--- config.mk ---
export PLATFORM = sky130hd
export DESIGN_NAME = keypad_code_entry
export DESIGN_NICKNAME = d
export VERILOG_FILES = /design/src/rtl/safe_lock_pkg.sv /design/src/rtl/keypad_scan.sv /design/src/rtl/keypad_code_entry.sv
export SDC_FILE = /design/constraint.sdc
export NUM_CORES = 1
export LEC_CHECK = 0
export CORE_ASPECT_RATIO = 0.9
export CORE_UTILIZATION = 25
export CTS_CLUSTER_DIAMETER = 80
export DETAILED_ROUTE_END_ITERATION = 12
export HOLD_SLACK_MARGIN = 0.12
export SYNTH_ARGS = -nofsm -noshare
export SYNTH_HDL_FRONTEND = slang
export SYNTH_HIERARCHICAL = 1
export SYNTH_SLANG_ARGS = --single-unit
--- constraint.sdc ---
create_clock -name clk -period 1.75 [get_ports clk]
set_input_delay 0.175 -clock clk [delete_from_list [all_inputs] [get_ports clk]]
set_output_delay 0.175 -clock clk [all_outputs]
set_load 0.03 [all_outputs]
--- src/rtl/safe_lock_pkg.sv ---
// Shared definitions for the safe-lock keypad front end: key codes,
// the 4x4 key map and the scanner / entry state encodings.
package safe_lock_pkg;

  localparam logic [3:0] KEY_A    = 4'hA;
  localparam logic [3:0] KEY_B    = 4'hB;
  localparam logic [3:0] KEY_C    = 4'hC;
  localparam logic [3:0] KEY_D    = 4'hD;
  localparam logic [3:0] KEY_STAR = 4'hE;
  localparam logic [3:0] KEY_HASH = 4'hF;

  typedef enum logic [1:0] {IDLE, CHECK, OPEN, LOCKOUT} entry_state_e;
  typedef enum logic [1:0] {SCAN, PRESS_DB, RELEASE_WAIT} scan_state_e;

  // Physical layout: r0 "1 2 3 A", r1 "4 5 6 B", r2 "7 8 9 C", r3 "* 0 # D".
  function automatic logic [3:0] key_map(input logic [1:0] r, input logic [1:0] c);
    logic [3:0] k;
    k = 4'h0;
    case ({r, c})
      4'h0: k = 4'h1;
      4'h1: k = 4'h2;
      4'h2: k = 4'h3;
      4'h3: k = KEY_A;
      4'h4: k = 4'h4;
      4'h5: k = 4'h5;
      4'h6: k = 4'h6;
      4'h7: k = KEY_B;
      4'h8: k = 4'h7;
      4'h9: k = 4'h8;
      4'hA: k = 4'h9;
      4'hB: k = KEY_C;
      4'hC: k = KEY_STAR;
      4'hD: k = 4'h0;
      4'hE: k = KEY_HASH;
      4'hF: k = KEY_D;
    endcase
    return k;
  endfunction

  function automatic logic [1:0] lowest_low_row(input logic [3:0] row);
    logic [1:0] r;
    if (!row[0])      r = 2'd0;
    else if (!row[1]) r = 2'd1;
    else if (!row[2]) r = 2'd2;
    else              r = 2'd3;
    return r;
  endfunction

  function automatic logic is_digit(input logic [3:0] k);
    return k <= 4'h9;
  endfunction

endpackage

--- src/rtl/keypad_scan.sv ---
// 4x4 matrix scanner with press/release debounce; emits one key_valid
// pulse per debounced press and holds the last key code.
module keypad_scan
  import safe_lock_pkg::*;
#(
  parameter int SCAN_CYCLES     = 1000,
  parameter int DEBOUNCE_CYCLES = 20000
) (
  input  logic       clk,
  input  logic       rst,
  output logic [3:0] col,
  input  logic [3:0] row,
  output logic       key_valid,
  output logic [3:0] key_code
);

  localparam int CNT_MAX = (SCAN_CYCLES > DEBOUNCE_CYCLES) ? SCAN_CYCLES : DEBOUNCE_CYCLES;
  localparam int CNT_W   = $clog2(CNT_MAX + 1);
  localparam logic [CNT_W-1:0] SCAN_LAST = CNT_W'(SCAN_CYCLES - 1);
  localparam logic [CNT_W-1:0] DB_LAST   = CNT_W'(DEBOUNCE_CYCLES - 1);

  scan_state_e      state_q, state_d;
  logic [1:0]       idx_q, idx_d;
  logic [1:0]       row_sel_q, row_sel_d;
  logic [3:0]       row_smp_q, row_smp_d;
  logic [CNT_W-1:0] cnt_q, cnt_d;
  logic [3:0]       col_q, col_d;
  logic             key_valid_q, key_valid_d;
  logic [3:0]       key_code_q, key_code_d;
  logic [3:0]       row_meta_q, row_s_q;

  // Rows come straight off the keypad; the two-flop delay is shorter than
  // any column dwell, so the dwell-end sample still belongs to this column.
  always_comb begin
    state_d     = state_q;
    idx_d       = idx_q;
    row_sel_d   = row_sel_q;
    row_smp_d   = row_smp_q;
    cnt_d       = cnt_q + 1'b1;
    key_valid_d = 1'b0;
    key_code_d  = key_code_q;
    unique case (state_q)
      SCAN: begin
        if (cnt_q == SCAN_LAST) begin
          cnt_d = '0;
          if (&row_s_q) begin
            idx_d = idx_q + 2'd1;
          end else begin
            state_d   = PRESS_DB;
            row_smp_d = row_s_q;
            row_sel_d = lowest_low_row(row_s_q);
          end
        end
      end
      PRESS_DB: begin
        if (row_s_q != row_smp_q) begin
          state_d = SCAN;
          cnt_d   = '0;
        end else if (cnt_q == DB_LAST) begin
          state_d     = RELEASE_WAIT;
          cnt_d       = '0;
          key_valid_d = 1'b1;
          key_code_d  = key_map(row_sel_q, idx_q);
        end
      end
      RELEASE_WAIT: begin
        if (!(&row_s_q)) begin
          cnt_d = '0;
        end else if (cnt_q == DB_LAST) begin
          state_d = SCAN;
          cnt_d   = '0;
          idx_d   = idx_q + 2'd1;
        end
      end
      default: begin
        state_d = SCAN;
        cnt_d   = '0;
      end
    endcase
    col_d = ~(4'b0001 << idx_d);
  end

  always_ff @(posedge clk or negedge rst) begin
    if (!rst) begin
      state_q     <= SCAN;
      idx_q       <= 2'd0;
      row_sel_q   <= 2'd0;
      row_smp_q   <= 4'hF;
      cnt_q       <= '0;
      col_q       <= 4'b1110;
      key_valid_q <= 1'b0;
      key_code_q  <= 4'h0;
      row_meta_q  <= 4'hF;
      row_s_q     <= 4'hF;
    end else begin
      state_q     <= state_d;
      idx_q       <= idx_d;
      row_sel_q   <= row_sel_d;
      row_smp_q   <= row_smp_d;
      cnt_q       <= cnt_d;
      col_q       <= col_d;
      key_valid_q <= key_valid_d;
      key_code_q  <= key_code_d;
      row_meta_q  <= row;
      row_s_q     <= row_meta_q;
    end
  end

  assign col       = col_q;
  assign key_valid = key_valid_q;
  assign key_code  = key_code_q;

endmodule

--- src/rtl/keypad_code_entry.sv ---
// Safe-lock code entry: buffers digits from the keypad scanner, checks the
// code on '#', and runs the open / lockout timers.
module keypad_code_entry
  import safe_lock_pkg::*;
#(
  parameter int NUM_DIGITS      = 4,
  parameter int SCAN_CYCLES     = 1000,
  parameter int DEBOUNCE_CYCLES = 20000,
  parameter int MAX_TRIES       = 3,
  parameter int OPEN_CYCLES     = 50000000,
  parameter int LOCKOUT_CYCLES  = 100000000
) (
  input  logic                    clk,
  input  logic                    rst,
  output logic [3:0]              col,
  input  logic [3:0]              row,
  input  logic [4*NUM_DIGITS-1:0] code_set,
  output logic                    key_valid,
  output logic [3:0]              key_code,
  output logic [3:0]              digit_cnt,
  output logic                    unlocked,
  output logic                    alarm,
  output logic [1:0]              fail_cnt
);

  localparam int BUF_W   = 4 * NUM_DIGITS;
  localparam int TMR_MAX = (OPEN_CYCLES > LOCKOUT_CYCLES) ? OPEN_CYCLES : LOCKOUT_CYCLES;
  localparam int TMR_W   = $clog2(TMR_MAX + 1);
  localparam logic [TMR_W-1:0] OPEN_LAST = TMR_W'(OPEN_CYCLES - 1);
  localparam logic [TMR_W-1:0] LOCK_LAST = TMR_W'(LOCKOUT_CYCLES - 1);
  localparam logic [3:0]       ND        = 4'(NUM_DIGITS);
  localparam logic [1:0]       TRIES     = 2'(MAX_TRIES);

  logic       kv;
  logic [3:0] kc;

  keypad_scan #(
    .SCAN_CYCLES    (SCAN_CYCLES),
    .DEBOUNCE_CYCLES(DEBOUNCE_CYCLES)
  ) u_scan (
    .clk      (clk),
    .rst      (rst),
    .col      (col),
    .row      (row),
    .key_valid(kv),
    .key_code (kc)
  );

  entry_state_e     state_q, state_d;
  logic [BUF_W-1:0] code_buf_q, code_buf_d;
  logic [3:0]       dcnt_q, dcnt_d;
  logic             unl_q, unl_d;
  logic             alarm_q, alarm_d;
  logic [1:0]       fail_q, fail_d;
  logic [TMR_W-1:0] tmr_q, tmr_d;
  logic [1:0]       fail_inc;
  logic             match;

  assign fail_inc = fail_q + 2'd1;
  assign match    = (dcnt_q == ND) && (code_buf_q == code_set);

  // The verdict is registered on the '#' cycle so unlocked/alarm appear the
  // very next cycle; CHECK then just routes on the registered result.
  always_comb begin
    state_d    = state_q;
    code_buf_d = code_buf_q;
    dcnt_d     = dcnt_q;
    unl_d      = unl_q;
    alarm_d    = alarm_q;
    fail_d     = fail_q;
    tmr_d      = '0;
    unique case (state_q)
      IDLE: begin
        if (kv) begin
          if (is_digit(kc)) begin
            if (dcnt_q < ND) begin
              code_buf_d = (code_buf_q << 4) | BUF_W'(kc);
              dcnt_d     = dcnt_q + 4'd1;
            end
          end else if (kc == KEY_STAR) begin
            code_buf_d = '0;
            dcnt_d     = '0;
          end else if (kc == KEY_HASH) begin
            state_d    = CHECK;
            code_buf_d = '0;
            dcnt_d     = '0;
            if (match) begin
              unl_d  = 1'b1;
              fail_d = '0;
            end else begin
              fail_d = fail_inc;
              if (fail_inc == TRIES) alarm_d = 1'b1;
            end
          end
        end
      end
      CHECK: begin
        if (unl_q)        state_d = OPEN;
        else if (alarm_q) state_d = LOCKOUT;
        else              state_d = IDLE;
      end
      OPEN: begin
        tmr_d = tmr_q + 1'b1;
        if ((kv && kc == KEY_STAR) || tmr_q == OPEN_LAST) begin
          state_d = IDLE;
          unl_d   = 1'b0;
        end
      end
      LOCKOUT: begin
        tmr_d = tmr_q + 1'b1;
        if (tmr_q == LOCK_LAST) begin
          state_d = IDLE;
          alarm_d = 1'b0;
          fail_d  = '0;
        end
      end
      default: state_d = IDLE;
    endcase
  end

  always_ff @(posedge clk or negedge rst) begin
    if (!rst) begin
      state_q    <= IDLE;
      code_buf_q <= '0;
      dcnt_q     <= '0;
      unl_q      <= 1'b0;
      alarm_q    <= 1'b0;
      fail_q     <= '0;
      tmr_q      <= '0;
    end else begin
      state_q    <= state_d;
      code_buf_q <= code_buf_d;
      dcnt_q     <= dcnt_d;
      unl_q      <= unl_d;
      alarm_q    <= alarm_d;
      fail_q     <= fail_d;
      tmr_q      <= tmr_d;
    end
  end

  assign key_valid = kv;
  assign key_code  = kc;
  assign digit_cnt = dcnt_q;
  assign unlocked  = unl_q;
  assign alarm     = alarm_q;
  assign fail_cnt  = fail_q;

endmodule

==> flow_metrics.py, run 1 <==
metrics = {
    "timing": {
        "timing.final.max_slew_violations": 0,
        "fmax_mhz": 546,
        "setup_tns_ps": -1200,
        "setup_viol": 26,
        "skew_ps": 8.92,
        "setup_slack_ps": -82.5,
        "post-route-period-util_pct": 105,
        "rsz0062_at_grt": "yes",
        "final_hold_viol_count": 0,
        "fin_crit_ps": 1830,
        "max_slew_margin_pct": 70.2,
        "tightest_slew_ps": 444,
    },
    "power_and_ir_drop": {
        "power_density_nw_per_um2": 696,
        "power.net_switching_uw": 934,
        "combPwrFrac_pct": 3.2,
        "clockPowerShare_pct": 48.7,
        "switching_share_pct": 20.2,
        "power.leakage_uw": 0.00294,
        "pwr-share-seq_pct": 48.1,
        "vdd_drop_max_mv": 0.492,
        "intPower_uw": 3680,
    },
    "clocking": {
        "cts_made_buffers": 9,
        "htree_levels": 3,
        "clk_pin_slew_ps": 70,
        "cts_tree": "built",
        "cts_root_buffer": "clkbuf_16",
        "cts.sinks": 95,
        "clk_latency_ps": 350,
        "cts.path.max_buffers": 2,
    },
    "synthesis": {
        "async_flop_share_pct": 100,
        "syn_nets": 489,
        "synthTopCellsByArea": "dfrtp_1 41%, dfstp_2 8.0%, xnor2_1 5.5%",
        "synth_edf_count": 0,
        "ys_seq_elements": 95,
        "syn-cell-area_um2": 4940,
        "ys_seq_area_share_pct": 48.5,
        "synth_warnings": 6,
        "avgSynthCellArea_um2": 10.8,
        "synth_cells": 457,
        "synth_cell_types": 70,
        "netlist.area_leader.share_pct": 40.5,
        "yosys.area.top_type": "dfrtp_1",
        "synth_ff_type": "dfrtp_1",
    },
    "floorplan": {
        "die_h_um": 135,
        "dieArea_um2": 20300,
        "core.rowCount": 48,
        "die_w_um": 150,
        "design.portCount": 39,
        "core_area_um2": 19300,
        "initial_core_util_pct": 25.6,
    },
    "worst_setup_path": {
        "reg2reg_from": "u_scan/cnt_q[0]",
        "cp-end-kind": "flip-flop",
        "crit_path_max_fanout": 4,
        "arrival_ps": 2080,
        "path_cells": "ha_4 > and4bb_2 > and4_4 > and2_4 > o21ai_4 > buf_6 > mux2i_2",
        "endpoint": "u_scan/col[0]",
        "setup.worst_path.start": "u_scan/cnt_q[0]",
        "regToRegSetupSlack_ps": -80,
        "critical-path-slowest-cell": "dfrtp_1",
        "slowest_delay_ps": 420,
        "cp_data_required_time_ps": 2000,
        "critPathLaunchType": "flip-flop",
        "crit-reg2reg-capture": "u_scan/col[0]",
        "criticalPathCategory": "flip-flop to flip-flop",
        "ff2ff_path_depth": 7,
    },
    "cells_and_area": {
        "fin_area_um2": 6630,
        "stdcell_count": 809,
        "diodes": 0,
        "fin_nets": 586,
        "syn_to_final_growth_pct": 34.2,
        "fin_util_pct": 34.4,
        "drive_above_1_share_pct": 28.1,
    },
    "placed_design": {
        "dpl.hpwl_mm": 8.14,
        "place_ws_ps": -115,
        "gp_congestion": 0.826,
        "numPortBuffers": 38,
        "dpl-instance-area_um2": 6030,
        "placed_cells_incl_taps": 788,
    },
    "grt": {
        "antenna_found_initial": 0,
        "grt_overflow": 0,
        "grt_pass1_wl_mm": 19.4,
        "grt_max_degree": 51,
        "met2_usage_pct": 19.8,
        "busiest_layer": "met2",
        "use_met1_pct": 15.6,
        "grt_pass1_vias": 3924,
        "track_usage_pct": 12.0,
        "use_met3_pct": 3.13,
    },
    "routing": {
        "wl_per_cell_um": 14.1,
        "drcViolationCount": 0,
        "ant_nets": 0,
        "drt-pass1-iter-count": 5,
        "routed_wl_mm": 11.4,
        "first_iter_violations": 145,
        "vias": 3688,
        "routed_via_density": 4.56,
    },
    "run": {
        "maxCapViolations": 0,
    },
    "outcome": {
        "violations": "setup timing",
        "status": "finished, violations left",
    },
    "hold_path": {
        "holdCritPathClass": "input port to asynchronous set/reset pin",
    },
}
-- kinds of logic after synthesis --
kind of cell / after synthesis / synth area share [%]
adder cells (fa/ha/maj): 10 / 2.53
XOR/XNOR: 54 / 9.57
flip-flops: 95 / 48.5
multiplexers: 16 / 3.65
AND/OR/NAND/NOR: 187 / 23.5
buffers and inverters: 34 / 3.11
AO/OA/AOI/OAI: 61 / 9.14
-- worst min-delay path by stage --
stage                start                   end  slack [ps]  cells past startpoint
finish                 rst       u_scan/cnt_q[9]         220                      2
global route        row[3]  u_scan/row_meta_q[3]         210                      1
CTS                    rst       u_scan/cnt_q[9]         220                      2
detailed placement     rst       u_scan/cnt_q[9]          50                      1
global placement       rst       u_scan/cnt_q[9]          40                      1
floorplan              rst                 alarm        -120                      0
-- through the flow --
step	hold slack, ps	power (uW)
CTS	223	4690
finish	224	4620
floorplan	-121	2290
detailed placement	46.3	2410
global placement	44.0	2400
global route	211	4780
-- critical path: cells and delay by family, from the launching register on --
kind | cells | cell delay, ps
compound gates | 1 | 210
fa+ha+maj | 1 | 180
buf+inv | 1 | 150
flops | 1 | 420
mux | 1 | 230
simple gates | 3 | 550
-- power groups by stage --
stage                     clock (uW)  combinational [uW]  sequential, uW
after floorplan                    0                28.9            2260
after global routing            2400                 163            2220
after global placement             0                 142            2260
after detailed placement           0                 146            2260
final                           2250                 148            2220
after CTS                       2320                 149            2220
-- metal layers --
metal,vias up,routed length (um)
li1,1803,-
met1,1825,5420
met2,52,5520
met3,8,391
met4,0,108
met5,-,0
-- area by class of cell --
class                           count  area [um^2]
Inverter                           20         75.1
Fill cell                        1918        12600
Clock inverter                      7          119
Timing Repair Buffer              100          903
Clock buffer                        9          225
Sequential cell                    95         2400
Tap cell                          250          313
Multi-Input combinational cell    328         2600
-- flip-flops by register name (all words and copies together), names as in the netlist, 4 cells and up --
register and cells:
tmr_q 27, code_buf_q 16, u_scan/cnt_q 15, digit_cnt 4
u_scan/col 4, u_scan/key_code 4, u_scan/row_meta_q 4, u_scan/row_s_q 4
u_scan/row_smp_q 4
-- cell usage in the layout (no fill, tap or decap), types with 8 or more instances in the layout --
cell / count
xor2_1: 23
and2_1: 23
nand2_1: 26
xnor2_1: 29
nor2_1: 31
inv_1: 20
clkdlybuf4s50_1: 30
o21ai_0: 9
clkbuf_16: 9
nor4_2: 10
buf_4: 55
nand2b_1: 8
dfrtp_1: 79
nand4_1: 16
a22o_1: 14
nand3_1: 16
ha_1: 8
dfstp_2: 15
-- cell usage after synthesis, drive strengths merged (3+ instances only) --
cell,count
mux2,10
and3,6
a22o,14
nor4,12
or3,4
nor2b,5
mux2i,6
nand4b,3
and2,24
nor3,10
nand4,18
inv,20
clkbuf,8
nand2,28
and4,4
nor2,32
a21boi,3
a21oi,11
nor4b,3
ha,10
xor2,23
o31ai,3
nand3,19
and4bb,3
buf,6
dfrtp,80
o21ai,11
nor3b,4
dfstp,15
nand2b,9
xnor2,31
-- what timing repair did --
action	CTS	global route
setup endpoints to repair	34	66
hold buffers	1	0
resized for setup	14	33
buffers inserted	1	3
pin swaps	3	9
hold endpoints to repair	83	0
Power figures use the tool's default switching activity.
==> inputs of run 2 (changes only) <==
--- a/config.mk
+++ b/config.mk
@@ -14,3 +14,4 @@
 export SYNTH_HDL_FRONTEND = slang
 export SYNTH_HIERARCHICAL = 1
 export SYNTH_SLANG_ARGS = --single-unit
+export TNS_END_PERCENT = 30
==> run 2 against run 1 <==
  * Fmax about the same
  * Global-route usage is 0.29 points lower
  * The flow still finishes with violations (setup timing)
  * Largest power group unchanged
  * Critical endpoint is now u_scan/cnt_q[1]
  * Largest cell class unchanged
  * Final cell count up 0.74%
  * Final area rose by 1.6%
  * Highest routed layer unchanged
==> flow_metrics.py, run 2 (synthesized netlist as in run 1, its figures left out) <==
metrics = {
    "timing": {
        "final_hold_viol_count": 0,
        "setup_viol": 24,
        "max_slew_margin_pct": 71.3,
        "setup_slack_ps": -83.0,
        "skew_ps": 6.62,
        "fin_crit_ps": 1830,
        "post-route-period-util_pct": 105,
        "timing.final.max_slew_violations": 0,
        "fmax_mhz": 546,
        "tightest_slew_ps": 430,
        "rsz0062_at_grt": "yes",
    },
    "floorplan": {
        "design.portCount": 39,
        "dieArea_um2": 20300,
        "initial_core_util_pct": 25.6,
        "core.rowCount": 48,
        "die_h_um": 135,
        "die_w_um": 150,
        "core_area_um2": 19300,
    },
    "clocking": {
        "htree_levels": 3,
        "cts_made_buffers": 9,
        "cts.path.max_buffers": 2,
        "cts.sinks": 95,
        "clk_latency_ps": 340,
        "cts_root_buffer": "clkbuf_16",
        "clk_pin_slew_ps": 60,
        "cts_tree": "built",
    },
    "placed_design": {
        "numPortBuffers": 38,
        "gp_congestion": 0.867,
        "dpl-instance-area_um2": 6010,
        "dpl.hpwl_mm": 7.98,
    },
    "grt": {
        "track_usage_pct": 11.8,
        "grt_pass1_vias": 3959,
        "grt_pass1_wl_mm": 19.1,
        "grt_overflow": 0,
        "grt_max_degree": 39,
        "antenna_found_initial": 0,
    },
    "power_and_ir_drop": {
        "power.leakage_uw": 0.00295,
        "total_power_uw": 4760,
        "power_density_nw_per_um2": 706,
        "vdd_drop_max_mv": 0.373,
    },
    "cells_and_area": {
        "regMostFlops": "tmr_q",
        "syn_to_final_growth_pct": 36.3,
        "diodes": 0,
        "layout_commonest_cell": "dfrtp_1",
        "drive_above_1_share_pct": 30.1,
        "fin_area_um2": 6740,
        "top_regs": "tmr_q x27, code_buf_q x16, u_scan/cnt_q x15",
        "fin_nets": 592,
        "fillerInstances": 1866,
        "largest_reg_flops": 27,
        "final_cell_mix": "79 x dfrtp_1, 59 x buf_4, 33 x clkdlybuf4s50_1, 31 x xnor2_1, 26 x nand2_1",
    },
    "hold_path": {
        "min_from": "row[1]",
        "holdCritPathClass": "input port to flip-flop",
        "hold_depth": 1,
    },
    "worst_setup_path": {
        "arrival_ps": 2070,
        "cp_data_required_time_ps": 1980,
        "criticalPathCategory": "flip-flop to flip-flop",
        "regToRegSetupSlack_ps": -80,
        "critPathLaunchType": "flip-flop",
        "cp-end-kind": "flip-flop",
        "setup.worst_path.start": "u_scan/cnt_q[1]",
        "reg2reg_from": "u_scan/cnt_q[1]",
        "crit_path_max_fanout": 8,
        "ff2ff_path_depth": 8,
    },
    "routing": {
        "wl_per_cell_um": 13.9,
        "routed_via_density": 4.66,
        "drcViolationCount": 0,
        "routed_wl_mm": 11.3,
        "first_iter_violations": 186,
        "ant_nets": 0,
        "drt-pass1-iter-count": 4,
        "vias": 3797,
    },
    "outcome": {
        "status": "finished, violations left",
        "violations": "setup timing",
    },
    "run": {
        "maxCapViolations": 0,
    },
}
-- run 2: cell count changes in the layout (fill, tap and decap cells not counted), sizes merged --
cell,change
buf,+6
bufinv,+1
clkinv,+1
clkdlybuf4s50,+3
dlymetal6s2s,-2
dlygate4sd2,-1
clkinvlp,-1
inv,-1
-- run 2: stage by stage --
| step | utilization (%) | setup WS, ps | setup TNS [ps] | hold slack, ps | cells |
|---|---|---|---|---|---|
| global route | 34.9 | -168 | -3530 | 227 | 815 |
| global placement | 31.2 | -116 | -777 | 140 | 788 |
| floorplan | - | -40.6 | -429 | -121 | 457 |
| CTS | 34.1 | -39.8 | -561 | 228 | 810 |
| detailed placement | 31.2 | -164 | -3080 | 149 | 788 |
| finish | 34.9 | -83.0 | -1160 | 239 | 815 |
-- run 2: repair_timing --
action                                 in CTS  in global routing
pin swaps                                  15                  9
setup endpoints to repair                  34                 68
gates cloned                                1                  0
resized for setup                          29                 35
hold buffers                                1                  0
setup buffers                               4                  5
endpoints found under the hold margin      29                  0
-- run 2: power by group --
| part | internal (uW) | switching, uW |
|---|---|---|
| sequential | 2210 | 7.76 |
| combinational | 72.6 | 79.5 |
| clock | 1540 | 838 |
| total | 3830 | 925 |
-- run 2: final timing paths --
path | endpoint
max | u_scan/cnt_q[1]
min | u_scan/row_meta_q[1]
max reg2reg | u_scan/cnt_q[1]
min reg2reg | u_scan/row_s_q[3]
max in group asynchronous | u_scan/col[2]
min in group asynchronous | u_scan/cnt_q[14]
-- run 2: per-layer routing --
layer	part of all wire [%]	up-vias	track usage, %
li1	-	1828	-
met5	0	-	0
met4	1.1	0	3.59
met3	4.0	10	2.79
met2	48	71	19.5
met1	47	1888	15.1
-- run 2: critical path: stages, from the launching register on --
cell	delay, ps
dfrtp_1	400
ha_4	170
and4bb_2	230
and4_4	230
buf_6	120
nor2_4	40
a211oi_4	260
buf_6	220
nor2b_2	50
-- run 2: layout make-up --
class	count	area, um^2	share of cell area (%)
Sequential cell	95	2400	35.6
Inverter	20	75.1	1.11
Clock inverter	7	145	2.15
Multi-Input combinational cell	328	2640	39.1
Tap cell	250	313	4.64
Clock buffer	9	225	3.34
Timing Repair Buffer	106	943	14.0
==> variant: new RTL, flow settings as in run 2 <==
Register the output `key_code`, with the module's reset; this adds one clock of latency there. The other outputs are not delayed to match.
--- a/src/rtl/keypad_code_entry.sv
+++ b/src/rtl/keypad_code_entry.sv
@@ -30,6 +30,8 @@
   localparam logic [TMR_W-1:0] LOCK_LAST = TMR_W'(LOCKOUT_CYCLES - 1);
   localparam logic [3:0]       ND        = 4'(NUM_DIGITS);
   localparam logic [1:0]       TRIES     = 2'(MAX_TRIES);
+
+  logic [3:0] key_code_c;
 
   logic       kv;
   logic [3:0] kc;
@@ -139,11 +141,19 @@
   end
 
   assign key_valid = kv;
-  assign key_code  = kc;
+  assign key_code_c = kc;
   assign digit_cnt = dcnt_q;
   assign unlocked  = unl_q;
   assign alarm     = alarm_q;
   assign fail_cnt  = fail_q;
 
+  always_ff @(posedge clk or negedge rst) begin
+    if (!rst) begin
+      key_code <= '0;
+    end else begin
+      key_code <= key_code_c;
+    end
+  end
+
 endmodule
 
Function: no difference found for any inputs over 10 cycles, from zero or initial values and one cycle with rst low; that may be too few to reach the edited logic, so the function may still have changed.
==> variant against run 2 <==
  * The run still ends with negative setup slack left
  * Total power shrank 6.2%
  * Wire length shrank 1.9%
  * Synthesized area grew 1.6%
  * Sequential cell count grew 4
  * Worst setup slack gained 0.033 ns
  * Final area shrank 0.63%
  * Count of clock-buffer cells in the layout grew 3
  * First-iteration DRC count shrank 35%
==> variant: results (changes against run 2) <==
status complete, but fails checks; failing checks negative setup slack; vias in the first global route 3789 (-4.3%); post-synthesis cell type count 63 (-10%); hold_ws 0.223 ns (-0.0159 ns); Syn Nets 519 (+6.1%); setup_tns -0.301 ns (+0.861 ns); critical path endpoint u_scan/key_code[1]; nets 626 (+5.7%); gr usage total 0.116 (-0.00155); Worst-Skew Late Latency 0.36 ns (+0.02 ns); mux cell area share after synthesis 0.0361 (-0.000323); Place WS -0.0989 ns (+0.0649 ns); HPWL after DPL 7660 µm (-4.0%); XOR/XNOR Fraction of Synth Area 0.0942 (-0.00150); placed cell area 6170 µm² (+2.7%); part of the power in registers 0.518 (+0.051); Internal Power 3.52 mW (-8.0%); clk pwr 2.01 mW (-16%); global-route wire length before repair 18500 µm (-2.7%); compound-cell area share of the yosys netlist 0.0588 (-0.0326); Final setup viols 12 (-50%); largest net degree at the start of global routing 38 (-2.6%); Commonest cells post-synth dfrtp_1, nand2_1, nand3_1, nor2_1, and2_1; top cells by area, synth dfrtp_1, dfstp_2, xnor2_1; 1st-iter DRT viols 120 (-35%); total power 4.46 mW (-6.2%); worst slew pin tran 0.515 ns (+0.0855 ns); Setup Skew 0.00964 ns (+0.00302 ns); layout cells sized above 1 0.257 (-0.0438); adder-cell share of the synthesized area 0.0249 (-0.000397); fill count 1994 (+6.9%); total routed wirelength 11100 µm (-1.9%); P_leak 3.03 nW (+2.8%); Placer Congestion 0.773 (-11%); Critical Path AT 2.04 ns (-0.03 ns); fin cells 849 (+4.2%); final worst slack -0.0504 ns (+0.0326 ns); worst r2r path cells 6 (-2); Resized cells post-CTS 10 (-66%)
==> variant: final cells by class <==
type                       instances  area, µm²  share of cell area
clock buffer                      12        246              0.0368
clock inverter                     4       50.0             0.00748
inverter                          17       63.8             0.00953
multi-input combinational        354       2530               0.378
sequential                        99       2500               0.373
tap                              250        313              0.0467
timing repair buffer             113        992               0.148
==> variant: kinds of logic after synthesis <==
logic type | after synthesis
and+or+nand+nor | 232
buffers and inverters | 34
muxes | 16
DFF | 99
adders and majority gates | 10
AOI/OAI and AO/OA | 42
xor gates and xnor gates | 54
==> variant: layer usage <==
metal  part of all wire  routed length, µm  track usage
met1               0.49               5440        0.149
met2               0.45               5040        0.182
met3              0.038                426       0.0362
met4              0.016                172       0.0422
met5                  0                  0            0
==> variant: worst max-delay path, stage by stage, from the launching register on <==
cell	delay, ns
dfrtp_1	0.40
ha_4	0.17
and4bb_2	0.22
and4_4	0.24
nor3b_4	0.21
buf_6	0.16
mux2_4	0.30
